--- config.mk ---
export PLATFORM = sky130hd
export DESIGN_NAME = gaussian_stats_accum
export DESIGN_NICKNAME = d
export VERILOG_FILES = /design/src/rtl/gaussian_stats_accum.sv
export SDC_FILE = /design/constraint.sdc
export NUM_CORES = 2
export LEC_CHECK = 0
export ABC_AREA = 1
export BUFFER_PORTS_ARGS = -buffer_cell sky130_fd_sc_hd__buf_2
export CAP_MARGIN = 10
export CORE_UTILIZATION = 40
export CTS_CLUSTER_SIZE = 14
export DETAILED_ROUTE_END_ITERATION = 10
export SLEW_MARGIN = 0
export SYNTH_ARGS = -nofsm -noshare
export SYNTH_HDL_FRONTEND = slang
export SYNTH_SLANG_ARGS = --single-unit
--- constraint.sdc ---
create_clock -name clk -period 12.45 [get_ports clk]
set_clock_uncertainty 0.2 [all_clocks]
set_input_delay 0.6225 -clock clk [delete_from_list [all_inputs] [get_ports clk]]
set_output_delay 0.6225 -clock clk [all_outputs]
set_load 0.005 [all_outputs]
--- src/rtl/gaussian_stats_accum.sv ---
// Windowed sum / sum-of-squares / min / max over the packed Gaussian noise stream.
// Define GAUSS_STATS_SATCNT_EN to build the rail-hit counter behind sat_cnt_o.

module gaussian_stats_lane #(
  parameter int SAMP_BITS = 12
) (
  input  logic                   clk,
  input  logic                   rstn_i,
  input  logic [SAMP_BITS-1:0]   samp,
  output logic [SAMP_BITS-1:0]   samp_q,
  output logic [2*SAMP_BITS-2:0] sq_q
);
  // A square never exceeds 2^(2*SAMP_BITS-2), so a product modulo 2^(2*SAMP_BITS-1) is exact.
  logic [2*SAMP_BITS-2:0] sx, prod;
  assign sx   = {{(SAMP_BITS-1){samp[SAMP_BITS-1]}}, samp};
  assign prod = sx * sx;

  always_ff @(posedge clk or negedge rstn_i) begin
    if (!rstn_i) begin
      samp_q <= '0;
      sq_q   <= '0;
    end else begin
      samp_q <= samp;
      sq_q   <= prod;
    end
  end
endmodule

module gaussian_stats_accum #(
  parameter int NSAMP     = 8,
  parameter int SAMP_BITS = 12,
  parameter int WIN_LOG2  = 16
) (
  input  logic                                 clk,
  input  logic                                 rstn_i,
  input  logic [16*NSAMP-1:0]                  sim_data,
  input  logic                                 data_valid_i,
  input  logic                                 start_i,
  input  logic                                 ack_i,
  output logic                                 busy_o,
  output logic                                 done_o,
  output logic signed [SAMP_BITS+3+WIN_LOG2-1:0] sum_o,
  output logic [2*SAMP_BITS+3+WIN_LOG2-1:0]    sumsq_o,
  output logic signed [SAMP_BITS-1:0]          min_o,
  output logic signed [SAMP_BITS-1:0]          max_o,
  output logic [4+WIN_LOG2-1:0]                sat_cnt_o
);
  localparam int LG     = $clog2(NSAMP);
  localparam int STAGES = 3;
  localparam int LSB    = 16 - SAMP_BITS;
  localparam int SUM_W  = SAMP_BITS + 3 + WIN_LOG2;
  localparam int SQ_W   = 2*SAMP_BITS + 3 + WIN_LOG2;
  localparam int BS_W   = SAMP_BITS + LG;
  localparam int BQ_W   = 2*SAMP_BITS - 1 + LG;
  localparam logic signed [SAMP_BITS-1:0] S_MAX = {1'b0, {(SAMP_BITS-1){1'b1}}};
  localparam logic signed [SAMP_BITS-1:0] S_MIN = {1'b1, {(SAMP_BITS-1){1'b0}}};
  localparam logic [WIN_LOG2:0] LAST = {1'b0, {WIN_LOG2{1'b1}}};

  typedef enum logic [1:0] {IDLE, RUN, FLUSH, DONE} state_t;

  state_t              state;
  logic [WIN_LOG2:0]   beat_cnt;
  logic [1:0]          flush_cnt;
  logic                capture, clr;
  logic [STAGES:1]     vld_pipe;

  logic [NSAMP-1:0][SAMP_BITS-1:0]   s1_samp, s2_samp;
  logic [NSAMP-1:0][2*SAMP_BITS-2:0] s2_sq;
  logic signed [BS_W-1:0]            bsum, s3_sum;
  logic [BQ_W-1:0]                   bsq, s3_sq;
  logic signed [SAMP_BITS-1:0]       bmin, bmax, s3_min, s3_max;
  logic                              unused_lsb;

  assign capture = (state == RUN) && data_valid_i;
  assign clr     = (state == IDLE) && start_i;

  // Lane bits below the MSB-aligned sample carry no information.
  always_comb begin
    unused_lsb = 1'b0;
    for (int k = 0; k < NSAMP; k++) unused_lsb = unused_lsb ^ (^sim_data[16*k +: LSB]);
  end

  always_ff @(posedge clk or negedge rstn_i) begin
    if (!rstn_i) begin
      state     <= IDLE;
      beat_cnt  <= '0;
      flush_cnt <= '0;
      busy_o    <= 1'b0;
      done_o    <= 1'b0;
    end else begin
      case (state)
        IDLE: if (start_i) begin
          state    <= RUN;
          beat_cnt <= '0;
          busy_o   <= 1'b1;
        end
        RUN: if (data_valid_i) begin
          beat_cnt <= beat_cnt + 1'b1;
          if (beat_cnt == LAST) begin
            state     <= FLUSH;
            flush_cnt <= '0;
          end
        end
        // Drain until the final beat lands in the accumulators.
        FLUSH: begin
          flush_cnt <= flush_cnt + 1'b1;
          if (flush_cnt == 2'd2) begin
            state  <= DONE;
            busy_o <= 1'b0;
            done_o <= 1'b1;
          end
        end
        DONE: if (ack_i) begin
          state  <= IDLE;
          done_o <= 1'b0;
        end
        default: state <= IDLE;
      endcase
    end
  end

  for (genvar k = 0; k < NSAMP; k++) begin : g_lane
    gaussian_stats_lane #(.SAMP_BITS(SAMP_BITS)) u_lane (
      .clk    (clk),
      .rstn_i (rstn_i),
      .samp   (s1_samp[k]),
      .samp_q (s2_samp[k]),
      .sq_q   (s2_sq[k])
    );
  end

  always_comb begin
    bsum = '0;
    bsq  = '0;
    bmin = S_MAX;
    bmax = S_MIN;
    for (int k = 0; k < NSAMP; k++) begin
      bsum = bsum + {{LG{s2_samp[k][SAMP_BITS-1]}}, s2_samp[k]};
      bsq  = bsq + {{LG{1'b0}}, s2_sq[k]};
      if ($signed(s2_samp[k]) < bmin) bmin = s2_samp[k];
      if ($signed(s2_samp[k]) > bmax) bmax = s2_samp[k];
    end
  end

  always_ff @(posedge clk or negedge rstn_i) begin
    if (!rstn_i) begin
      vld_pipe <= '0;
      s1_samp  <= '0;
      s3_sum   <= '0;
      s3_sq    <= '0;
      s3_min   <= S_MAX;
      s3_max   <= S_MIN;
    end else begin
      vld_pipe <= {vld_pipe[STAGES-1:1], capture};
      for (int k = 0; k < NSAMP; k++) s1_samp[k] <= sim_data[16*k+LSB +: SAMP_BITS];
      s3_sum <= bsum;
      s3_sq  <= bsq;
      s3_min <= bmin;
      s3_max <= bmax;
    end
  end

  always_ff @(posedge clk or negedge rstn_i) begin
    if (!rstn_i) begin
      sum_o   <= '0;
      sumsq_o <= '0;
      min_o   <= S_MAX;
      max_o   <= S_MIN;
    end else if (clr) begin
      sum_o   <= '0;
      sumsq_o <= '0;
      min_o   <= S_MAX;
      max_o   <= S_MIN;
    end else if (vld_pipe[STAGES]) begin
      sum_o   <= sum_o + {{(SUM_W-BS_W){s3_sum[BS_W-1]}}, s3_sum};
      sumsq_o <= sumsq_o + {{(SQ_W-BQ_W){1'b0}}, s3_sq};
      if (s3_min < min_o) min_o <= s3_min;
      if (s3_max > max_o) max_o <= s3_max;
    end
  end

`ifdef GAUSS_STATS_SATCNT_EN
  // One bit wider than the sums' growth so a window where every sample is on a rail still fits.
  logic [LG:0] brail, s3_rail;
  always_comb begin
    brail = '0;
    for (int k = 0; k < NSAMP; k++)
      brail = brail + {{LG{1'b0}}, (s2_samp[k] == S_MAX || s2_samp[k] == S_MIN)};
  end

  always_ff @(posedge clk or negedge rstn_i) begin
    if (!rstn_i) begin
      s3_rail   <= '0;
      sat_cnt_o <= '0;
    end else begin
      s3_rail <= brail;
      if (clr)                   sat_cnt_o <= '0;
      else if (vld_pipe[STAGES]) sat_cnt_o <= sat_cnt_o + {{(4+WIN_LOG2-LG-1){1'b0}}, s3_rail};
    end
  end
`else
  assign sat_cnt_o = '0;
`endif

endmodule
==> reports/qor.yml <==
cts_tree: "yes"
die_x_um: 412
rr_startpoint: "g_lane[1].u_lane.samp_q[3]"
hold_viol_final: 0
synthCells: 7301
period_minus_slack_ns: 11.74
max-clock-path-buffers: 3
synth_top_area_cell: "fa_1"
fmax_mhz: 85.2
drive_gt1_share_pct: 8.03
wl_per_cell_um: 16.4
async_flop_share_pct: 100
hold_start: "data_valid_i"
clock_latency_ns: 0.71
synth_edf_count: 0
numPortBuffers: 200
clkSinkCount: 548
reg2regPathDepth: 82
start_kind: "flip-flop"
htreeDepth: 3
syn_to_final_growth_pct: 11.8
routabilityCongestion: 0.905
grt_overflow_total: 0
synth_most_common_cell: "inv_1"
cp_slowest_cell: "dfrtp_2"
die-area_mm2: 0.170
drc: 0
cp_max_fo: 23
hold_class: "in2reg"
cts_inserted_buffers: 73
synth_ff_type: "dfrtp_1"
netlist-cell-type-count: 51
start_util_pct: 40.3
cpPeakStageDelay_ns: 0.47
max_cap_viol_count: 0
netlist_area_mm2: 0.0673
grt_max_degree: 167
worst-endpoint-required_ns: 12.81
grtUsageTotal_pct: 20.1
ys_top_cells_by_area: "fa_1 34%, dfrtp_1 19%, ha_1 13%"
post-route-cell-area_mm2: 0.0753
rows: 150
synth_common_cells: "2021 x inv_1, 1169 x nand2_1, 1159 x fa_1, 699 x ha_1, 524 x dfrtp_1"
grt_pass1_vias: 50500
hold_path_depth: 3
crit_type: "reg2reg"
antenna_found_initial: 8
yosysSeqAreaShare_pct: 20.4
setup-violations-final: 0
drt_pre_antenna_iters: 8
ant_nets: 0
cp.arrival_ns: 12.10
dpl.hpwl_mm: 137
endpoint_kind: "flip-flop"
path_clk_slew_ns: 0.06
drt_iter0_drc: 2476
placed_cell_area_mm2: 0.0713
worst_pin_slew_ns: 0.960
r2r-end: "s3_max[8]"
num_vias: 47100
grt_pass1_wl_mm: 268
core_mm2: 0.167
regToRegSetupSlack_ns: 0.71
wl_mm: 163
relSlewSlack_pct: 36.0
synth_top_cell_area_share_pct: 34.5
ys_warn_count: 0
viasPerCell: 4.75
synth_seq_cells: 548
fin_nets: 9655
root_buffer: "clkbuf_16"
ios: 253
maxSlewViolCount: 0
die_h_um: 412
avgSynthCellArea_um2: 9.22
crit_top_cell: "nand2_1"
status: "complete, no violations"
hold_end: "vld_pipe[1]"
post-route-period-util_pct: 94.3
[cells by family (layout without fill, tap and decap cells)]
| kind of cell | Yosys count | in the layout | synth area share [%] |
|---|---|---|---|
| AO/OA/AOI/OAI | 704 | 704 | 5.76 |
| XOR/XNOR | 265 | 265 | 3.45 |
| adder cells (fa/ha/maj) | 1858 | 1858 | 47.4 |
| buffers and inverters | 2198 | 2593 | 12.4 |
| flip-flops | 548 | 548 | 20.4 |
| other | 2 | 25 | 0.0112 |
| AND/OR/NAND/NOR | 1726 | 1731 | 10.5 |
[critical path, delay by kind of cell, from the launching register on]
family	cells	cell delay, ns
AO/OA/AOI/OAI	18	3.09
XOR/XNOR	2	0.40
adder cells (fa/ha/maj)	7	2.24
buffers and inverters	11	1.35
flip-flops	1	0.47
AND/OR/NAND/NOR	44	3.85
[flip-flops by register name (all words and copies together), names as in the netlist, 3 cells and up]
name / count
g_lane.u_lane.sq_q: 168
g_lane.u_lane.samp_q: 96
s1_samp: 96
sumsq_o: 43
sum_o: 31
s3_sq: 26
beat_cnt: 17
s3_sum: 14
max_o: 12
min_o: 12
s3_max: 12
s3_min: 12
vld_pipe: 3
[placed cells by master (no fill, tap or decap), types with 7 or more instances in the layout]
| cell type | instances |
|---|---|
| inv_2 | 7 |
| clkbuf_16 | 75 |
| nand2_1 | 1161 |
| or2_2 | 49 |
| nor3_1 | 31 |
| nor2_1 | 229 |
| dfstp_2 | 24 |
| dfrtp_1 | 518 |
| dlygate4sd3_1 | 97 |
| a31oi_1 | 8 |
| xor2_1 | 176 |
| o21ai_2 | 8 |
| clkinvlp_4 | 11 |
| nand4_1 | 30 |
| clkbuf_1 | 11 |
| a22o_1 | 8 |
| fa_1 | 1159 |
| nor2_2 | 10 |
| inv_6 | 7 |
| inv_1 | 2017 |
| conb_1 | 24 |
| o21ai_0 | 214 |
| xnor2_1 | 88 |
| o21ai_1 | 50 |
| buf_4 | 122 |
| a211oi_1 | 18 |
| o21a_1 | 10 |
| nand2_2 | 27 |
| o21bai_1 | 27 |
| nand2_4 | 8 |
| nand3_1 | 162 |
| a21o_1 | 10 |
| o31ai_1 | 29 |
| clkbuf_8 | 12 |
| a21oi_1 | 296 |
| buf_2 | 199 |
| ha_1 | 696 |
[per-layer routing]
metal	up-vias	GRT usage [%]	wire length (um)
met1	23700	26.3	70600
met5	-	0	0
li1	22400	-	-
met3	188	2.21	6720
met2	862	35.3	81700
met4	0	5.48	4140
[metrics by stage]
step	cells	hold WS (ns)	setup slack (ns)	util, %	setup TNS, ns
floorplan	7323	0.127	1.31	-	0
global placement	9664	0.137	0.255	42.6	0
detailed placement	9664	0.141	0.0818	42.6	0
CTS	9895	0.0171	0.0112	44.7	0
global route	9928	0.0755	-0.182	45.0	-1.84
finish	9928	0.0654	0.708	45.0	0
[area by class of cell]
class | count | area (um2)
Fill cell | 16000 | 91900
Sequential cell | 548 | 13800
Inverter | 2031 | 7630
Clock inverter | 36 | 445
Antenna cell | 1 | 2.50
Tap cell | 2204 | 2760
Multi-Input combinational cell | 4582 | 45600
Clock buffer | 98 | 2080
Timing Repair Buffer | 426 | 3020
Timing Repair inverter | 2 | 15.0
[worst max-delay path by stage]
stage / from / to / slack (ns)
global placement: g_lane[0].u_lane.samp_q[11] / s3_min[8] / 0.25
global route: g_lane[1].u_lane.samp_q[1] / s3_max[8] / -0.18
floorplan: g_lane[0].u_lane.samp_q[11] / s3_min[10] / 1.31
detailed placement: g_lane[0].u_lane.samp_q[11] / s3_min[11] / 0.08
finish: g_lane[1].u_lane.samp_q[3] / s3_max[8] / 0.71
CTS: g_lane[0].u_lane.samp_q[11] / s3_min[11] / 0.01
[what timing repair did]
item	4_1_cts	5_1_grt
hold buffers	97	0
setup buffers	0	25
hold endpoints to repair	173	0
pin swaps	0	28
resized for setup	6	95
gates cloned	0	7
endpoints found under the setup margin	7	24
Power is left out: the tool's default activity adds up to more than one toggle a clock period on the data nets, which glitch-free logic cannot reach.
